## config.mk

```make
export PLATFORM = sky130hd
export DESIGN_NAME = mem_io_stage
export DESIGN_NICKNAME = d
export VERILOG_FILES = /design/src/rtl/mem_io_stage_pkg.sv /design/src/rtl/mem_io_stage_wait_counter.sv /design/src/rtl/mem_io_stage.sv
export SDC_FILE = /design/constraint.sdc
export NUM_CORES = 1
export LEC_CHECK = 0
export CORE_ASPECT_RATIO = 1.25
export CORE_MARGIN = 2
export CORE_UTILIZATION = 30
export DETAILED_ROUTE_END_ITERATION = 10
export GPL_TIMING_DRIVEN = 0
export PLACE_DENSITY = 0.62
export REMOVE_ABC_BUFFERS = 1
export SETUP_SLACK_MARGIN = 0.02
export SLEW_MARGIN = 40
export SYNTH_ARGS = -nofsm -noshare
export SYNTH_HDL_FRONTEND = slang
export SYNTH_SLANG_ARGS = --single-unit
```

## constraint.sdc

```tcl
create_clock -name clk -period 2.5 [get_ports clk]
set_input_delay 0.5 -clock clk [delete_from_list [all_inputs] [get_ports clk]]
set_output_delay 0.5 -clock clk [all_outputs]
set_load 0.02 [all_outputs]
```

## src/rtl/mem_io_stage_pkg.sv

```systemverilog
// -----------------------------------------------------------------------------
// mem_io_stage_pkg
// Shared definitions for the memory/IO stage:
//   - ADDR_W_DEFAULT / MEM_LAT_DEFAULT : default BRAM address width and read latency
//   - state_t                          : FSM state encodings (ST_IDLE .. ST_WB)
//   - cnt_width()                      : width of the latency down-counter
// -----------------------------------------------------------------------------
package mem_io_stage_pkg;

    localparam int ADDR_W_DEFAULT  = 17;
    localparam int MEM_LAT_DEFAULT = 2;

    typedef enum logic [2:0] {
        ST_IDLE      = 3'd0,
        ST_LOAD_WAIT = 3'd1,
        ST_STORE     = 3'd2,
        ST_IN_WAIT   = 3'd3,
        ST_OUT_WAIT  = 3'd4,
        ST_WB        = 3'd5
    } state_t;

    // Bits needed to hold the values 0..lat (at least one bit).
    function automatic int cnt_width(input int lat);
        return (lat < 2) ? 1 : $clog2(lat + 1);
    endfunction

endpackage

```

## src/rtl/mem_io_stage_wait_counter.sv

```systemverilog
// -----------------------------------------------------------------------------
// mem_wait_counter
// Loadable down-counter used to time the BRAM read latency. done_o is high
// whenever the count is zero; the counter stops at zero.
// Ports:
//   clk_i       clock
//   rstn_i      asynchronous active-low reset
//   load_i      load load_val_i (has priority over dec_i)
//   load_val_i  value to load
//   dec_i       decrement by one (ignored at zero)
//   done_o      count is zero
// -----------------------------------------------------------------------------
module mem_wait_counter #(
    parameter int W = 2
) (
    input  logic         clk_i,
    input  logic         rstn_i,
    input  logic         load_i,
    input  logic [W-1:0] load_val_i,
    input  logic         dec_i,
    output logic         done_o
);

    logic [W-1:0] cnt_q;
    logic [W-1:0] cnt_d;

    always_comb begin
        cnt_d = cnt_q;
        if (load_i) begin
            cnt_d = load_val_i;
        end else if (dec_i && (cnt_q != '0)) begin
            cnt_d = cnt_q - W'(1);
        end
    end

    always_ff @(posedge clk_i or negedge rstn_i) begin
        if (!rstn_i) begin
            cnt_q <= '0;
        end else begin
            cnt_q <= cnt_d;
        end
    end

    assign done_o = (cnt_q == '0);

endmodule

```

## src/rtl/mem_io_stage.sv

```systemverilog
// -----------------------------------------------------------------------------
// mem_io_stage
// Memory/IO stage after execute. Runs load/store against the data BRAM and
// IN/OUT against byte-wide FIFOs, then produces a one-cycle register-file
// writeback pulse. busy holds the upstream pipeline while an op is in flight.
//
// Optional feature: define MEM_ADDR_CHECK_EN to flag load/store addresses with
// non-zero bits above ADDR_W (sticky addr_err, store suppressed, load returns 0).
// Without it addr_err stays 0 and the upper address bits wrap into the BRAM.
//
// Handshakes (in_valid/in_ready, out_valid/out_ready): a byte transfers on a
// rising edge where valid and ready are both high; the offering side holds
// valid and data stable until that edge and never withdraws early.
//
// Ports:
//   clk, rstn                  clock, asynchronous active-low reset
//   stage_en                   start pulse, sampled only in IDLE
//   mem_access/mem_we          load (we=0) or store (we=1)
//   in_en / out_en             IN / OUT byte op
//   is_float                   load/IN result targets float regfile
//   mem_addr, mem_wdata        address, store data / OUT byte in [7:0]
//   bram_addr/bram_din/bram_we registered BRAM port; bram_dout read data
//   in_data/in_valid/in_ready  input FIFO side
//   out_data/out_valid/out_ready output FIFO side
//   wb_en/wb_data/wb_float     writeback pulse and value
//   busy                       stage occupied
//   addr_err                   sticky address fault (MEM_ADDR_CHECK_EN only)
//   dbg_state                  current FSM state
// -----------------------------------------------------------------------------
module mem_io_stage
    import mem_io_stage_pkg::*;
#(
    parameter int ADDR_W  = ADDR_W_DEFAULT,
    parameter int MEM_LAT = MEM_LAT_DEFAULT
) (
    input  logic              clk,
    input  logic              rstn,
    input  logic              stage_en,
    input  logic              mem_access,
    input  logic              mem_we,
    input  logic              in_en,
    input  logic              out_en,
    input  logic              is_float,
    input  logic [31:0]       mem_addr,
    input  logic [31:0]       mem_wdata,
    output logic [ADDR_W-1:0] bram_addr,
    output logic [31:0]       bram_din,
    output logic              bram_we,
    input  logic [31:0]       bram_dout,
    input  logic [7:0]        in_data,
    input  logic              in_valid,
    output logic              in_ready,
    output logic [7:0]        out_data,
    output logic              out_valid,
    input  logic              out_ready,
    output logic              wb_en,
    output logic [31:0]       wb_data,
    output logic              wb_float,
    output logic              busy,
    output logic              addr_err,
    output state_t            dbg_state
);

    localparam int CNT_W = cnt_width(MEM_LAT);

    state_t              state_q;
    logic [ADDR_W-1:0]   bram_addr_q;
    logic [31:0]         bram_din_q;
    logic                bram_we_q;
    logic                in_ready_q;
    logic [7:0]          out_data_q;
    logic                out_valid_q;
    logic                wb_en_q;
    logic [31:0]         wb_data_q;
    logic                wb_float_q;
    logic                float_q;     // is_float latched at start
    logic                bad_q;       // current load/store address faulted
    logic                addr_err_q;

    logic                addr_bad;
    logic                start;
    logic                cnt_load;
    logic                cnt_dec;
    logic                cnt_done;

`ifdef MEM_ADDR_CHECK_EN
    assign addr_bad = |mem_addr[31:ADDR_W];
`else
    logic unused_addr_hi;
    assign unused_addr_hi = ^mem_addr[31:ADDR_W];
    assign addr_bad       = 1'b0;
`endif

    assign start    = (state_q == ST_IDLE) && stage_en;
    assign cnt_load = start && mem_access && !mem_we;
    // Hold at zero on the capture cycle so done stays asserted there.
    assign cnt_dec  = (state_q == ST_LOAD_WAIT) && !cnt_done;

    mem_wait_counter #(
        .W (CNT_W)
    ) u_wait_counter (
        .clk_i      (clk),
        .rstn_i     (rstn),
        .load_i     (cnt_load),
        .load_val_i (CNT_W'(MEM_LAT)),
        .dec_i      (cnt_dec),
        .done_o     (cnt_done)
    );

    always_ff @(posedge clk or negedge rstn) begin
        if (!rstn) begin
            state_q     <= ST_IDLE;
            bram_addr_q <= '0;
            bram_din_q  <= '0;
            bram_we_q   <= 1'b0;
            in_ready_q  <= 1'b0;
            out_data_q  <= '0;
            out_valid_q <= 1'b0;
            wb_en_q     <= 1'b0;
            wb_data_q   <= '0;
            wb_float_q  <= 1'b0;
            float_q     <= 1'b0;
            bad_q       <= 1'b0;
            addr_err_q  <= 1'b0;
        end else begin
            wb_en_q <= 1'b0;
            case (state_q)
                ST_IDLE: begin
                    if (stage_en) begin
                        float_q <= is_float;
                        if (mem_access) begin
                            bram_addr_q <= mem_addr[ADDR_W-1:0];
                            bad_q       <= addr_bad;
                            addr_err_q  <= addr_err_q | addr_bad;
                            if (mem_we) begin
                                bram_din_q <= mem_wdata;
                                bram_we_q  <= !addr_bad;
                                state_q    <= ST_STORE;
                            end else begin
                                state_q <= ST_LOAD_WAIT;
                            end
                        end else if (in_en) begin
                            in_ready_q <= 1'b1;
                            state_q    <= ST_IN_WAIT;
                        end else if (out_en) begin
                            out_valid_q <= 1'b1;
                            out_data_q  <= mem_wdata[7:0];
                            state_q     <= ST_OUT_WAIT;
                        end
                    end
                end
                ST_STORE: begin
                    bram_we_q <= 1'b0;
                    state_q   <= ST_IDLE;
                end
                ST_LOAD_WAIT: begin
                    // done marks the cycle in which bram_dout is valid.
                    if (cnt_done) begin
                        wb_data_q  <= bad_q ? 32'h0 : bram_dout;
                        wb_float_q <= float_q;
                        wb_en_q    <= 1'b1;
                        state_q    <= ST_WB;
                    end
                end
                ST_IN_WAIT: begin
                    if (in_valid) begin
                        wb_data_q  <= {24'h0, in_data};
                        wb_float_q <= float_q;
                        wb_en_q    <= 1'b1;
                        in_ready_q <= 1'b0;
                        state_q    <= ST_WB;
                    end
                end
                ST_OUT_WAIT: begin
                    if (out_ready) begin
                        out_valid_q <= 1'b0;
                        state_q     <= ST_IDLE;
                    end
                end
                ST_WB: begin
                    state_q <= ST_IDLE;
                end
                default: begin
                    state_q <= ST_IDLE;
                end
            endcase
        end
    end

    assign bram_addr = bram_addr_q;
    assign bram_din  = bram_din_q;
    assign bram_we   = bram_we_q;
    assign in_ready  = in_ready_q;
    assign out_data  = out_data_q;
    assign out_valid = out_valid_q;
    assign wb_en     = wb_en_q;
    assign wb_data   = wb_data_q;
    assign wb_float  = wb_float_q;
    assign busy      = (state_q != ST_IDLE);
    assign addr_err  = addr_err_q;
    assign dbg_state = state_q;

endmodule

```

== After elaboration in Yosys (flattened, before gate mapping) ==
Cells that the tools add are included.

* Flip-flop bits (word level): 100
* Word-level logic and storage cells: 90

* Add/sub/neg operators: 1
* Equality and inequality tests: 15
* Muxes and demuxes: 35
* Bitwise operators: 2
* Reductions and logical operators: 25

{| class="wikitable"
|+ Operators by type and width
! cell !! number
|-
| $mux W32 || 2
|-
| $pmux W32 S2 || 1
|-
| $mux W3 || 7
|-
| $ne A2 B2 Y1 const B || 10
|-
| $mux W1 || 16
|-
| $reduce_and A5 Y1 || 3
|-
| $pmux W3 S4 || 1
|-
| $reduce_bool A2 Y1 || 6
|-
| $pmux W1 S2 || 5
|-
| $reduce_and A4 Y1 || 2
|-
| $eq A3 B2 Y1 const B || 2
|-
| $mux W2 || 3
|-
| $reduce_and A3 Y1 || 2
|-
| $reduce_and A6 Y1 || 1
|-
| $logic_and A1 B1 Y1 || 5
|-
| $ne A4 B4 Y1 const B || 1
|-
| $eq A3 B1 Y1 const B || 1
|-
| $eq A3 B3 Y1 const B || 1
|-
| $logic_not A3 Y1 || 1
|-
| $reduce_bool A3 Y1 || 1
|-
| $logic_not A1 Y1 || 2
|-
| $logic_not A2 Y1 || 1
|-
| $not A1 Y1 || 2
|-
| $reduce_and A2 Y1 || 1
|-
| $sub A2 B1 Y2 const B || 1
|}

== Longest topological paths before layout ==
* Word-level depth: 6
* Mapped depth: 6
* Mapped depth without buffers: 5

== Cells and area by module ==
A second synthesis with hierarchy kept.

* Cell total of the unflattened synthesis: 265
* Area total of the unflattened synthesis: 3996.3 sq um

{| class="wikitable"
|+ Modules (own cells, without submodules)
! module !! instances !! cells an instance !! area each (sq um) !! sequential area each (sq um)
|-
| mem_io_stage || 1 || 252 || 3863.7 || 2452.4
|-
| mem_wait_counter || 1 || 13 || 132.6 || 50.0
|}

== Worst setup path before layout ==
No wires, ideal clock.

* Path kind: reg-to-reg
* From: reg state_q[2] (netlist: dbg_state[2])
* To: reg bram_din_q[0] (netlist: bram_din[0])
* Library setup time: 125 ps
* Arrival: 1824 ps
* Path slack: 551 ps
* Stages on the path, launching flop included: 6
* Clock period less this slack: 1949 ps
* Path through: dfrtp_1 > buf_6 > or4b_4 > nor2_8 > buf_8 > mux2_4

* Word-level cells in the longest chain between the ends: 2

{| class="wikitable"
|+ Ends and longest elaborated chain
! what !! RTL line !! source
|-
| start, declared || mem_io_stage.sv:66 || <nowiki>state_t state_q;</nowiki>
|-
| start signal, assigned || mem_io_stage.sv:112 || <nowiki>state_q <= ST_IDLE;</nowiki>
|-
| start signal, assigned || mem_io_stage.sv:138 || <nowiki>state_q <= ST_STORE;</nowiki>
|-
| start signal, assigned || mem_io_stage.sv:140 || <nowiki>state_q <= ST_LOAD_WAIT;</nowiki>
|-
| $logic_not A3 Y1 || mem_io_stage.sv:127 || <nowiki>case (state_q)</nowiki>
|-
| $reduce_and A4 Y1 (no line) || n/a ||
|-
| end signal, assigned || mem_io_stage.sv:136 || <nowiki>bram_din_q <= mem_wdata;</nowiki>
|-
| end, declared || mem_io_stage.sv:68 || <nowiki>logic [31:0] bram_din_q;</nowiki>
|}

Every way passes these cells.
A chain may end at the register's enable or synchronous reset.

== Final worst setup path ==
* From: in stage_en
* To: reg bram_din_q[19] (netlist: bram_din[19])

* Word-level cells in the longest chain between the ends: 1

{| class="wikitable"
|+ Ends and longest elaborated chain
! what !! RTL line !! source
|-
| start, declared || mem_io_stage.sv:38 || <nowiki>input logic stage_en,</nowiki>
|-
| $reduce_and A4 Y1 (no line) || n/a ||
|}

Every way passes these cells.

==> results.tsv <==
stage	metric	value	unit
sta	Max transition margin	49.9	%
sta	clock skew	7.74	ps
global_routing	first-pass GRT wire length	16.2	mm
synthesis	share of the yosys chip area belonging to registers	61.5	%
critical_path	critical path type	in2reg	
floorplanning	die height	134	µm
sta	Tmin final	2360	ps
floorplanning	Die ar.	14500	µm²
detailed_routing	Routed Antenna Nets	0	
critical_path	critical path arrival	2580	ps
pwr	Power Density	1310	nW/µm²
synthesis	Synth Register Bits	100	
critical_path	Req. time, crit path	2720	ps
detailed_routing	Post-Route WL	10.1	mm
floorplanning	core area	13200	µm²
clock_tree	Setup Buffers After CTS	0	
critical_path	Reg2Reg Capture Point	bram_din[19]	
final_layout	diode count	0	
detailed_routing	DRC violations left	0	
pwr	maximum VDD drop	0.550	mV
floorplanning	die width	108	µm
synthesis	synthesized area	4070	µm²
critical_path	CP endpoint kind	flip-flop	
critical_path	Worst Reg-to-Reg Cells	3	
clock_tree	Num CTS Buffers	9	
global_routing	initial antenna violation count	0	
global_routing	number of global-route vias before repair	3133	
detailed_routing	via count	2860	
pwr	Tot Pwr	8.46	mW
synthesis	Distinct cells, synth	35	
floorplanning	boundary pin count	213	
critical_path	r2r startpoint	dbg_state[1]	
final_layout	area grow syn2layout	59.2	%
synthesis	Mean Syn Cell Area	16.0	µm²
critical_path	Worst Path Max Fanout	32	
clock_tree	Hold-fix buffers, CTS	0	
final_layout	ratio of cells with drive above 1 in the final layout	23.0	%
detailed_routing	Pre-Repair DR Iteration Count	5	
sta	Setup Viol. Count Final	0	
detailed_routing	Initial DRC Count	80	
sta	Final Hold Vio Count	0	
flow_run	max-cap violations	0	
sta	setup_tns	0	ps
clock_tree	clock latency on the worst-skew pair	330	ps
placed_design	Post-DP Area	6170	µm²
final_layout	fin nets	563	
global_routing	GRT Util Overall	14.3	%
sta	fin. max-slew vios	0	
clock_tree	clk buf depth	2	
clock_tree	Clock transition at path regs	70	ps
pwr	Leakage	2.77	nW
critical_path	Startpoint Class	primary input	
sta	Max Freq	0.423	GHz
outcome	outcome	completed	
final_layout	fill cell count	1187	
sta	final worst setup slack	137	ps
synthesis	Mapped Cells	254	
sta	Worst Max-Slew Pin Slew	751	ps
floorplanning	Initial Utilization	30.7	%
global_routing	largest net degree at the start of global routing	63	
sta	RSZ-0062 raised after global routing	no	
clock_tree	H-tree Lvls	3	
floorplanning	# rows	47	
clock_tree	CTS tree	done	
placed_design	Place WS	-280	ps
detailed_routing	wire per inst	16.2	µm
synthesis	YS warnings	0	
placed_design	placed wire-length estimate	7.24	mm
global_routing	overflow left after global routing	0	
sta	period utilisation layout	94.5	%
placed_design	IO Port Bufs	196	
clock_tree	CTS Root Cell	clkbuf_16	
critical_path	crit path from	stage_en	
placed_design	GP Congestion	0.729	
hold_path	hold crit path type	in2async	
clock_tree	CTS Sinks	100	
critical_path	setup slack, reg-to-reg	200	ps
detailed_routing	drt via density	4.59	
final_layout	design area	6480	µm²
## sequential cells by signal (all words and copies together) (netlist names)
signal and flops:
wb_data 32, in_ready 1, wb_en 1, dbg_state 3
u_wait_counter.cnt_q 2, out_data 8, wb_float 1, out_valid 1
float_q 1, bram_din 32, bram_we 1, bram_addr 17
## Yosys cell counts
cell type | number | share of area (%)
dfrtp_1 | 100 | 62
mux2_2 | 45 | 12
mux2_4 | 30 | 11
a22o_1 | 24 | 5.2
nand2_1 | 8 | 0.74
inv_1 | 5 | 0.46
a21oi_1 | 4 | 0.49
buf_2 | 4 | 0.49
clkbuf_1 | 4 | 0.37
buf_8 | 3 | 1.1
nor2_1 | 3 | 0.28
a31oi_1 | 1 | 0.15
a32oi_1 | 1 | 0.22
a41oi_1 | 1 | 0.22
and2b_2 | 1 | 0.22
and3b_1 | 1 | 0.22
buf_4 | 1 | 0.18
buf_6 | 1 | 0.28
clkbuf_8 | 1 | 0.34
conb_1 | 1 | 0.092
ha_1 | 1 | 0.31
nand2_2 | 1 | 0.15
nand3_2 | 1 | 0.25
nand4bb_1 | 1 | 0.28
nor2_8 | 1 | 0.49
nor2b_1 | 1 | 0.15
nor4b_4 | 1 | 0.58
o211ai_1 | 1 | 0.18
o21a_1 | 1 | 0.18
o221ai_1 | 1 | 0.22
o22ai_1 | 1 | 0.15
or3_2 | 1 | 0.18
or4b_2 | 1 | 0.25
or4b_4 | 1 | 0.34
xnor2_1 | 1 | 0.22
## logic make-up after synthesis
logic type      count (synthesis)  share of synthesized area (%)
compound gates                 35                           6.98
xor+xnor                        1                          0.215
fa+ha+maj                       1                          0.308
buf+inv                        19                           3.23
flops                         100                           61.5
mux                            75                           23.5
other cells                     1                         0.0922
simple gates                   22                           4.12
## critical path: stages
cell             delay (ps)
clkdlybuf4s50_1         530
or4b_4                  530
nor2_8                  600
mux2_2                  410
## per-layer routing
| layer | GRT usage (%) | routed length, µm | up-vias |
|---|---|---|---|
| li1 | - | - | 1297 |
| met1 | 17.0 | 3980 | 1440 |
| met2 | 24.4 | 5080 | 115 |
| met3 | 4.66 | 869 | 8 |
| met4 | 4.70 | 136 | 0 |
| met5 | 0 | 0 | - |
## cell usage in the layout, fill, tap and decap left out
| cell type | count |
|---|---|
| clkdlybuf4s50_1 | 194 |
| dfrtp_1 | 98 |
| mux2_2 | 45 |
| mux2_4 | 30 |
| a22o_1 | 24 |
| clkbuf_16 | 9 |
| nand2_1 | 7 |
| inv_1 | 5 |
| a21oi_1 | 4 |
| nor2_1 | 3 |
| nand2_2 | 2 |
| clkbuf_8 | 2 |
| clkinv_2 | 2 |
| or3_2 | 1 |
| and2b_2 | 1 |
| and3b_2 | 1 |
| or4b_4 | 1 |
| nor2_8 | 1 |
| nor4b_4 | 1 |
| or4b_2 | 1 |
| xnor2_1 | 1 |
| o21a_1 | 1 |
| nor2b_1 | 1 |
| o22ai_1 | 1 |
| nand4bb_1 | 1 |
| nand3_2 | 1 |
| o211ai_1 | 1 |
| a41oi_1 | 1 |
| a31oi_1 | 1 |
| a32oi_1 | 1 |
| o221ai_1 | 1 |
| ha_1 | 1 |
| conb_1 | 1 |
| bufinv_16 | 1 |
| clkinv_4 | 1 |
| dfrtp_4 | 1 |
| dfrtp_2 | 1 |
| buf_8 | 1 |
| buf_16 | 1 |
| dlymetal6s2s_1 | 1 |
## layout make-up
type / instances / area [µm²] / area share, %
Multi-Input combinational cell: 135 / 1440 / 22.2
Clock inverter: 4 / 48.8 / 0.753
Sequential cell: 100 / 2510 / 38.7
Timing Repair Buffer: 197 / 2000 / 30.8
Inverter: 5 / 18.8 / 0.290
Tap cell: 171 / 214 / 3.30
Clock buffer: 11 / 253 / 3.90
## stage by stage
stage | cells | util, % | hold WS [ps]
finish | 623 | 48.9 | 34.2
global placement | 607 | 46.3 | 462
CTS | 623 | 48.9 | 40.0
global route | 623 | 48.9 | 46.9
floorplan | 240 | - | 204
detailed placement | 608 | 46.6 | 401
## how the worst max path moves through the flow
stage	end	slack, ps	depth (start not counted)
floorplan	wb_data[0]	190	3
detailed placement	bram_din[19]	-280	4
finish	bram_din[19]	140	4
global route	bram_din[19]	30	4
CTS	busy	50	2
global placement	wb_data[28]	-2860	1
## report_power, final
group / leakage, nW / switching (mW) / total [mW] / internal, mW
clock network: 0.151 / 0.576 / 1.40 / 0.824
logic: 1.40 / 1.87 / 4.19 / 2.32
registers: 1.22 / 0.458 / 2.87 / 2.41
## what timing repair did
item,CTS,global route
pin swaps,0,1
setup endpoints to repair,3,3
endpoints found under the hold margin,0,0
gates resized for setup,1,3
Power figures use the tool's default switching activity.
